===== src/rtl/acc_packer.sv =====
// Word packer: collects up to k words of W = m+n bits into a bit-sliced frame
// (bit b of word j at dout[b*k + j]) and holds it with pl high until acc_ready.
module acc_packer #(
  parameter int m = 3,
  parameter int n = 2,
  parameter int k = 4
) (
  input  logic                     clk,
  input  logic                     rstn,
  input  logic                     in_valid,
  input  logic [m+n-1:0]           in_data,
  input  logic                     in_last,
  output logic                     in_ready,
  input  logic                     acc_ready,
  output logic                     pl,
  output logic [(m+n)*k-1:0]       dout,
  output logic [$clog2(k):0]       count
);

  localparam int W  = m + n;
  localparam int CW = $clog2(k) + 1;

  typedef enum logic {
    FILL = 1'b0,
    FULL = 1'b1
  } state_t;

  state_t          state, state_next;
  logic [CW-1:0]   count_next;
  logic [W*k-1:0]  dout_next;
  logic            accept;

  assign in_ready = (state == FILL);
  assign pl       = (state == FULL);
  assign accept   = in_valid && in_ready;

  always_ff @(posedge clk or negedge rstn) begin
    if (!rstn) begin
      state <= FILL;
      count <= '0;
      dout  <= '0;
    end else begin
      state <= state_next;
      count <= count_next;
      dout  <= dout_next;
    end
  end

  always_comb begin
    state_next = state;
    count_next = count;
    dout_next  = dout;
    case (state)
      FILL: begin
        if (accept) begin
          // count is the slot index j of the incoming word
          for (int unsigned b = 0; b < W; b++) begin
            for (int unsigned j = 0; j < k; j++) begin
              if (count == CW'(j)) dout_next[b*k + j] = in_data[b];
            end
          end
          count_next = count + CW'(1);
          if (count == CW'(k - 1) || in_last) state_next = FULL;
        end
      end
      FULL: begin
        if (acc_ready) begin
          state_next = FILL;
          count_next = '0;
          dout_next  = '0;
        end
      end
      default: state_next = FILL;
    endcase
  end

endmodule


===== config.mk =====
export PLATFORM = sky130hd
export DESIGN_NAME = acc_packer
export DESIGN_NICKNAME = d
export VERILOG_FILES = /design/src/rtl/acc_packer.sv
export SDC_FILE = /design/constraint.sdc
export NUM_CORES = 1
export LEC_CHECK = 0
export CAP_MARGIN = 10
export CELL_PAD_IN_SITES_DETAIL_PLACEMENT = 0
export CELL_PAD_IN_SITES_GLOBAL_PLACEMENT = 1
export CORE_MARGIN = 8
export CORE_UTILIZATION = 35
export DETAILED_ROUTE_END_ITERATION = 16
export PLACE_DENSITY = 0.82
export SLEW_MARGIN = 20
export SYNTH_ARGS = -nofsm -noshare
export SYNTH_HDL_FRONTEND = slang
export SYNTH_SLANG_ARGS = --single-unit

===== constraint.sdc =====
create_clock -name clk -period 1.4 [get_ports clk]
set_input_delay 0.14 -clock clk [delete_from_list [all_inputs] [get_ports clk]]
set_output_delay 0.14 -clock clk [all_outputs]
set_load 0.1 [all_outputs]

# After elaboration in Yosys (flattened, before gate mapping)
# Cells that the tools add are included.
[totals]
regBits = 24
elab_cells = 55
output_inout_bits = 25
inputBits = 10
[op_classes]
n_reduce_logical = 8
mux = 30
bitwise = 1
add_sub_neg = 1
n_eq_ne = 9
[op_table]
columns = ["op", "n"]
rows = [
  ["$mux W20", 2],
  ["$pmux W20 S2", 1],
  ["$mux W1", 23],
  ["$reduce_and A3 Y1", 4],
  ["$ne A2 B1 Y1 const B", 5],
  ["$eq A3 B2 Y1 const B", 2],
  ["$mux W3", 2],
  ["$pmux W3 S2", 1],
  ["$add A3 B1 Y3 const B", 1],
  ["$eq A3 B1 Y1 const B", 1],
  ["$logic_not A3 Y1", 1],
  ["$ne A2 B2 Y1 const B", 1],
  ["$pmux W1 S2", 1],
  ["$reduce_and A2 Y1", 1],
  ["$logic_and A1 B1 Y1", 1],
  ["$logic_or A1 B1 Y1", 1],
  ["$not A1 Y1", 1],
]

# Longest topological paths before layout
# Gate-level depths: netlist of the first run.
[logic_depth]
ltp_word = 5
depth_mapped = 6
mapped_depth_nobuf = 5

# Worst setup path after synthesis of the first run
# OpenSTA, ideal clock, no wires.
[synth_path]
path_type = "flip-flop to flip-flop"
from = "register count[0]"
to = "register dout[11]"
setup_slack_ns = -0.496
t_required_ns = 1.317
t_arrival_ns = 1.813
n_path_buf = 0
synth_period_minus_slack_ns = 1.896
setup_ns = 0.083
stages_incl_launch_ff = 6
path_cell_list = "dfrtp_1 > ha_1 > ha_1 > nand2_4 > mux2i_1 > o21ai_0"
[synth_between]
elab_chain_cells = 3
[synth_rtl]
columns = ["element", "line", "rtl"]
rows = [
  ["start: declaration", "17", "output logic [$clog2(k):0] count"],
  ["start signal: assignment", "44", "count <= count_next;"],
  ["$eq A3 B2 Y1", "59", "if (count == CW'(j)) dout_next[b*k + j] = in_data[b];"],
  ["$ne A2 B1 Y1 (no source line)", "n/a", ""],
  ["$reduce_and A3 Y1 (no source line)", "n/a", ""],
  ["end signal: assignment", "45", "dout <= dout_next;"],
  ["end: declaration", "16", "output logic [(m+n)*k-1:0] dout,"],
]
# Every way passes these cells.
# A chain may end at the register's enable or synchronous reset.

# Worst setup path in the final report of the first run
[layout_path]
from = "register count[0]"
to = "register dout[2]"
# Same word-level chain as after synthesis.

==> metrics.md, run 1 <==
| Metric | Value |
|---|---|
| Storage cell area | 616 um2 |
| Arrival time at the worst endpoint | 1560 ps |
| Fillcell total | approximately 280 |
| Rel. slew slack | between 70 and 80% |
| Ratio of cells with drive above 1 in the final layout | between 40% and 50% |
| Cell count after synthesis | 108 |
| Async SR Flop Fraction | 100% |
| Vias per std cell | about 4.9 |
| Max Fclk | roughly 0.74 GHz |
| NumNets Final | 172 |
| Max clock buf depth | 2 |
| Worst r2r src | count[0] |
| Syn avg cell area | between 10 and 15 um2 |
| Initial core utilization | between 30% and 40% |
| Die area | roughly 5600 um2 |
| Worst-Margin Slew | ~340 ps |
| Diode count | 0 |
| Critical path type | reg2reg |
| Slowest CP cell | dfrtp_4 |
| Number of max-cap violations | 0 |
| 1st-iter DRT viols | 35 |
| IO Pins | 35 |
| Global-route usage over all layers | between 10% and 20% |
| Clk slew on worst S/H paths | ~140 ps |
| Area taken by multi-input logic gates | 528 um2 |
| Port bufs | 34 |
| Worst min path class | in2async |
| Clk_skew | between 4 and 5 ps |
| Simple-gate area share of the yosys netlist | ~7.5% |
| Crit-path max cell delay | approximately 540 ps |
| Die Y | about 75 um |
| R2R setup slack | 40 ps |
| Vias in the first global route | ~1,100 |
| Initial antenna violation count | 0 |
| Reg-to-Reg End | dout[2] |
| Most common flop cell mapped by yosys | dfrtp_1 |
| Net Count, Synth | about 120 |
| YS warnings | 0 |
| End of the critical path | dout[2] |
| Global placer's final weighted congestion | between 0.7 and 0.8 |
| Compound-Gate Fraction of Synth Area | about a quarter |
| CTS root buffer | clkbuf_4 |
| Skew-Pair Late Insertion Delay | 320 ps |
| DRC viols | 0 |
| Largest net degree at the start of global routing | 25 |
| Worst setup startpoint | count[0] |
| Final setup viols | 0 |
| Synth Register Bits | 24 |
| Status | finished clean |
| Num CTS Buffers | 3 |
| Iteration count of the initial detailed-routing pass | 4 |
| Delay-heaviest family, CP | flip-flops |
| Core box area | 3310 um2 |
| Mapped Area | 1200 um2 |
| Multiplexer area fraction after synthesis | under 10% |
| Post-DRT Antenna Nets | 0 |
| Post-Synth XOR/XNOR Area | 0.731% |
| Hold Violations, Final | 0 |
| Area grow syn2layout | 70.3% |
| Commonest non-fill, non-tap cell in the layout | buf_12 |
| Adder-cell share of the synthesized area | under 10% |
| Combinational family with the most area after synthesis | compound AO/OA/AOI/OAI gates |
| Std-Cell Rows | 21 |
| Routed WL | 3000 um |
| CP Data Required Time | between 1500 and 2000 ps |
| Vias | around 1,000 |
| Die Wd | between 70 and 80 um |
| Max-slew violations | 0 |
| CP Launch Type | flop |
| First-pass GRT wire length | between 5000 and 6000 um |
| R2R cell count | 6 |
| Clk sinks | 24 |
| HPWL after DPL | about 2300 um |
| Bufs and invs on worst path | 2 |
| CP endpoint kind | flop |
| Non-filler cells, final | about 200 |
| Stages on the worst setup path | 6 |
| H-tree depth | 1 |
| Cell variety after synth | 19 |
| Grt ovf | 0 |
| Post-DR wirelength/cell | between 10 and 15 um |
| CP max FO | 10 |
| Commonest cells after routing, fill and taps aside | buf_12 (25), o21ai_1 (21), dfrtp_1 (20), buf_4 (13), clkdlybuf4s50_1 (9) |
| Placed Cells | between 150 and 200 |
| Register area share after synthesis | around half |
| Crit-path cells | inv_2 > ha_1 > nand4bb_1 > buf_6 > o211ai_1 > o21ai_1 |
| Final Critical Period | between 1000 and 1500 ps |
| Post-synth EDFFs | 0 |
| CTS tree | done |
| Period Utilization, post-route | between 90 and 100% |
-- state kept, by name, summed over array words and instances (netlist names) --
name / count
pl: 1
count: 3
dout: 20
-- cell families (layout without fill, tap and decap cells) --
group	Yosys count	count (layout)
flops	24	24
xor+xnor	1	1
buf+inv	17	65
fa+ha+maj	5	5
compound gates	40	40
mux	6	6
simple gates	15	15
-- per-stage QoR --
stage	TNS, ps	utilization [%]	hold WS [ps]	setup slack [ps]	instance area, um2
floorplan	-566	-	-156	-62.9	1250
global placement	0	57.2	524	70.2	1890
detailed placement	0	57.2	525	35.0	1890
CTS	0	59.0	171	8.50	1950
global route	-36.1	61.6	184	-33.9	2040
finish	0	61.6	166	44.1	2040
-- worst reg2reg max path: stages, from the launching register on --
cell	delay [ps]
dfrtp_4	540
inv_2	80
ha_1	150
nand4bb_1	140
buf_6	180
o211ai_1	80
o21ai_1	100
-- cells in the mapped netlist, types with 3 or more instances --
cell,number,area [um2]
dfrtp_1,24,601
o21ai_1,18,90.1
inv_1,8,30.0
nand2_1,8,30.0
o211ai_2,8,100
o211ai_1,7,52.6
mux2i_1,6,60.1
ha_1,5,62.6
buf_4,4,30.0
o21ai_0,4,20.0
nand4bb_1,3,33.8
o22ai_1,3,18.8
-- layout make-up --
type | count | area share (%)
inverters | 10 | 1.84
flip-flops and latches | 24 | 30.2
well taps | 46 | 2.82
multi-input cells | 67 | 25.9
clock inverters | 1 | 1.47
clock buffers | 3 | 1.10
repair buffers | 51 | 36.7
-- worst min-delay path by stage --
stage	to	slack, ps	cells past startpoint
2_1_floorplan	dout[0]	-160	0
3_3_place_gp	dout[8]	520	2
3_5_place_dp	dout[14]	530	2
4_1_cts	dout[13]	170	2
5_1_grt	dout[14]	180	2
6_report	dout[14]	170	2
-- metal layers --
| metal | vias to the layer above | part of all wire, % | track usage (%) |
|---|---|---|---|
| met4 | 0 | 0.83 | 3.91 |
| met1 | 477 | 40 | 12.9 |
| met2 | 35 | 50 | 18.7 |
| met5 | - | 0 | 0 |
| li1 | 480 | - | - |
| met3 | 4 | 9.6 | 5.39 |
-- repair_timing --
| item | 4_1_cts | 5_1_grt |
|---|---|---|
| setup buffers | 1 | 9 |
| pin swaps | 0 | 0 |
| setup endpoints to repair | 1 | 15 |
| hold buffers | 0 | 0 |
| gates resized for setup | 0 | 6 |
Power of run 1 is left out: the tool's default activity adds up to more than one toggle a clock period on the data nets, which glitch-free logic cannot reach.
==> run 2, diff against run 1 <==
==> constraint.sdc (replaced) <==
create_clock -name clk -period 1.4 [get_ports clk]
set_input_delay 0.28 -clock clk [delete_from_list [all_inputs] [get_ports clk]]
set_output_delay 0.28 -clock clk [all_outputs]
set_load 0.1 [all_outputs]
==> run 2 against run 1 <==
The flow now finishes with violations (negative setup slack). Cell area increased by 3.6%. Sequential share of layout area decreased by 1.1 points. Non-clock buffer count stayed put. Hold slack gained 150 ps. Wire length increased by 8.6%. Via count is 1.1% lower. Core utilization is 2.2 points higher.
==> metrics.md, run 2 (same netlist as run 1, synthesis figures left out) <==
| Metric | Value |
|---|---|
| Bufs and invs on worst path | 2 |
| Global-route usage over all layers | between 10 and 15% |
| Worst min path class | in2async |
| Largest net degree at the start of global routing | 25 |
| DRC viols | 0 |
| Grt ovf | 0 |
| Final setup viols | 4 |
| H-tree depth | 1 |
| Vias per std cell | around 4.9 |
| Post-placement cell area | 1900 um2 |
| Max-slew violations | 0 |
| Die area | about 5600 um2 |
| Die Wd | 74.5 um |
| Clk sinks | 24 |
| HPWL after DPL | approximately 2200 um |
| R2R setup slack | 0 ps |
| Max clock buf depth | 2 |
| Design area | around 2100 um2 |
| Die Y | 74.5 um |
| Failing checks | negative setup slack |
| Worst-Margin Slew | between 300 and 400 ps |
| Period Utilization, post-route | 103% |
| Post-DR wirelength/cell | about 16 um |
| Place WS | -92.3 ps |
| Hold Violations, Final | 0 |
| Vias | 985 |
| Initial core utilization | 36.2% |
| Core box area | between 3000 and 4000 um2 |
| Crit-path cells | buf_12 > buf_12 |
| RSZ-0062 raised after global routing | true |
| CP Launch Type | flop |
| Delay-heaviest family, CP | flip-flops |
| CP max FO | 6 |
| CP endpoint kind | output pin |
| NumNets Final | 172 |
| Non-filler cells, final | between 200 and 250 |
| Top cell by count, worst path | buf_12 |
| Num CTS Buffers | 3 |
| Arrival time at the worst endpoint | ~1200 ps |
| Max Fclk | around 0.70 GHz |
| Largest register FFs | 20 |
| Commonest cells after routing, fill and taps aside | buf_12 (26), o21ai_1 (21), dfrtp_1 (20), clkdlybuf4s50_1 (9), buf_4 (9) |
| Clk slew on worst S/H paths | approximately 130 ps |
| Critical path type | reg2out |
| Initial antenna violation count | 0 |
| Number of max-cap violations | 0 |
| CP Data Required Time | between 1000 and 1500 ps |
| Post-DRT Antenna Nets | 0 |
| 1st-iter DRT viols | 63 |
| Commonest non-fill, non-tap cell in the layout | buf_12 |
| Final Critical Period | 1440 ps |
| Diode count | 0 |
| Iteration count of the initial detailed-routing pass | 4 |
| Status | complete, but fails checks |
| Top reg by flops | dout |
| Area grow syn2layout | 76.4% |
| Ratio of cells with drive above 1 in the final layout | between 40% and 50% |
| Std-Cell Rows | 21 |
| CTS root buffer | clkbuf_4 |
| Rel. slew slack | between 70% and 80% |
| Placed Cells | 190 |
| First-pass GRT wire length | 4920 um |
| Post-CTS Hold Buffers | 0 |
| Vias in the first global route | 1,001 |
| CTS tree | done |
| Clk_skew | 1.09 ps |
| Routed WL | ~3300 um |
| Port bufs | 34 |
| IO Pins | 35 |
| Global placer's final weighted congestion | 0.746 |
| Crit-path max cell delay | 550 ps |
| Skew-Pair Late Insertion Delay | about 300 ps |
| Slowest CP cell | dfrtp_4 |
| Final Worst Setup Slack | -35.8 ps |
[run 2: cell counts in the layout (fill, tap and decap cells not counted)]
No cell type changed its count.
[run 2: routing by layer]
layer	track usage, %	share of wire (%)	vias up
met4	2.61	0	0
li1	-	-	481
met1	13.7	44	478
met5	0	0	-
met3	4.58	8.1	0
met2	18.0	47	26
[run 2: final timing paths]
check / start / endpoint / cells past startpoint
worst max-delay path: pl / pl / 2
worst min register to register: dout[11] / dout[11] / 2
max in group asynchronous: rstn / count[1] / 2
worst min-delay path: rstn / dout[9] / 2
worst max register to register: count[1] / dout[5] / 6
min in group clk: in_last / pl / 3
[run 2: cell type report]
| class | instances | area (um2) |
|---|---|---|
| Fill cell | 265 | 1200 |
| Timing Repair Buffer | 51 | 744 |
| Sequential cell | 24 | 616 |
| Multi-Input combinational cell | 67 | 599 |
| Tap cell | 46 | 57.6 |
| Inverter | 10 | 45.0 |
| Clock inverter | 1 | 30.0 |
| Clock buffer | 3 | 22.5 |
[run 2: worst reg2reg max path: stages, from the launching register on]
cell and delay [ps]:
dfrtp_4 560, inv_2 100, ha_1 150, nand4bb_1 140, buf_6 180, o211ai_1 80
o21ai_1 90
[run 2: through the flow]
step | utilization, % | hold WS (ps) | setup TNS [ps]
final | 63.9 | 318 | -90.7
after global routing | 63.9 | 326 | -383
after CTS | 60.4 | 317 | -94.7
after detailed placement | 57.3 | 564 | -1020
after global placement | 57.3 | 555 | -452
after floorplan | - | -15.6 | -566
[run 2: what timing repair did]
item	in CTS	in global routing
resized for setup	3	17
pin swaps	0	4
endpoints found under the setup margin	2	12
setup buffers	4	2
gates cloned	0	2
Power of run 2 is left out for the same reason.
==> run 3, diff against run 2 <==
SETUP_SLACK_MARGIN = 0.5   (was unset)
==> run 3 against run 2 <==
Worst setup slack got worse by 21 ps. Clock skew rose by 3.7 ps. The flow still finishes with violations (negative setup slack). Core utilization rose by 5.6 points.
==> metrics.md, run 3 (same netlist as run 1, synthesis figures left out) <==
| Metric | Value |
|---|---|
| Status | complete, but fails checks |
| Failing checks | negative setup slack |
| HPWL after DPL | 2320 um |
| Post-DR wirelength/cell | approximately 15 um |
| H-tree depth | 1 |
| Std-Cell Rows | 21 |
| Iteration count of the initial detailed-routing pass | 4 |
| Worst min path class | in2async |
| Skew-Pair Late Insertion Delay | about 330 ps |
| Clk_skew | ~4.8 ps |
| Placed Cells | between 150 and 200 |
| CP Launch Type | flop |
| Vias | between 1,000 and 1,500 |
| Area grow syn2layout | 91.8% |
| TNS Setup | -144 ps |
| Clk slew on worst S/H paths | around 140 ps |
| Diode count | 0 |
| RSZ-0062 raised after global routing | true |
| DRC viols | 0 |
| Max Fclk | between 0.6 and 0.7 GHz |
| Crit-path cells | buf_12 > buf_12 |
| Top cell by count, worst path | buf_12 |
| Die Wd | between 70 and 80 um |
| IO Pins | 35 |
| Core box area | ~3300 um2 |
| Slowest CP cell | dfrtp_4 |
| Port bufs | 34 |
| Bufs and invs on worst path | 2 |
| Non-filler cells, final | between 200 and 250 |
| 1st-iter DRT viols | 60 |
| Rel. slew slack | between 70% and 80% |
| Crit-path max cell delay | 540 ps |
| Fillcell total | between 200 and 300 |
| CP max FO | 6 |
| Routed WL | around 3300 um |
| Vias per std cell | just under 5 |
| Commonest non-fill, non-tap cell in the layout | buf_12 |
| Initial antenna violation count | 0 |
| Hold Violations, Final | 0 |
| Arrival time at the worst endpoint | about 1200 ps |
| Worst-Margin Slew | 334 ps |
| Delay-heaviest family, CP | flip-flops |
| CTS root buffer | clkbuf_4 |
| Top reg by flops | dout |
| Grt ovf | 0 |
| Global-route usage over all layers | 13.1% |
| Largest register FFs | 20 |
| Die area | around 5600 um2 |
| Period Utilization, post-route | 104% |
| Max clock buf depth | 2 |
| CP endpoint kind | output pin |
| Vias in the first global route | between 1,000 and 1,500 |
| Global placer's final weighted congestion | 0.759 |
| Max-slew violations | 0 |
| Final setup viols | 3 |
| Clk sinks | 24 |
| Hold WS | 297 ps |
| Commonest cells after routing, fill and taps aside | buf_12 (26), dfrtp_4 (24), buf_4 (23), o21ai_1 (21), clkdlybuf4s50_1 (9) |
| Post-CTS Hold Buffers | 0 |
| Initial core utilization | between 30% and 40% |
| Die Y | 74.5 um |
| Post-DRT Antenna Nets | 0 |
| CP Data Required Time | ~1100 ps |
| Largest net degree at the start of global routing | 25 |
| CTS tree | done |
| Final Critical Period | about 1500 ps |
| Critical path type | reg2out |
| Final Worst Setup Slack | -57.2 ps |
| Number of max-cap violations | 0 |
| NumNets Final | 187 |
| First-pass GRT wire length | roughly 5600 um |
| Ratio of cells with drive above 1 in the final layout | between 60% and 70% |
| Num CTS Buffers | 3 |
## run 3: path summary, 6_finish.rpt
check | startpoint | depth (start not counted) | slack, ps | endpoint
max in group asynchronous | rstn | 2 | 830 | dout[1]
min in group clk | in_last | 3 | 570 | pl
hold / removal | rstn | 2 | 300 | dout[10]
setup / recovery | pl | 2 | -60 | pl
setup reg to reg | count[1] | 5 | 50 | dout[19]
hold reg to reg | dout[11] | 2 | 610 | dout[11]
## run 3: cell type report
type                    count  area (um2)  area share [%]
repair buffers             66         867            37.7
flip-flops and latches     24         691            30.0
multi-input cells          67         581            25.3
well taps                  46        57.6            2.50
inverters                  10        50.0            2.18
clock inverters             1        30.0            1.31
clock buffers               3        22.5           0.980
## run 3: timing repair
action	in CTS	in global routing
buffers inserted	16	6
endpoints found under the hold margin	0	0
gates cloned	1	0
gates resized for setup	15	5
pin swaps	6	2
setup endpoints to repair	49	49
## run 3: per-stage QoR
step	instance area, um2	util (%)	setup slack, ps
final	2300	69.4	-57.2
after global placement	1980	59.7	-19.6
after global routing	2300	69.4	-85.4
after detailed placement	1980	59.7	-56.5
after floorplan	1340	-	-53.1
after CTS	2230	67.4	-43.4
## run 3: layer usage
| layer | vias to the layer above | share of wire (%) | global-route usage [%] |
|---|---|---|---|
| met3 | 4 | 8.0 | 4.58 |
| met4 | 0 | 1.3 | 5.22 |
| met5 | - | 0 | 0 |
| met1 | 502 | 42 | 15.2 |
| met2 | 38 | 49 | 21.5 |
| li1 | 511 | - | - |
Power of run 3 is left out for the same reason.
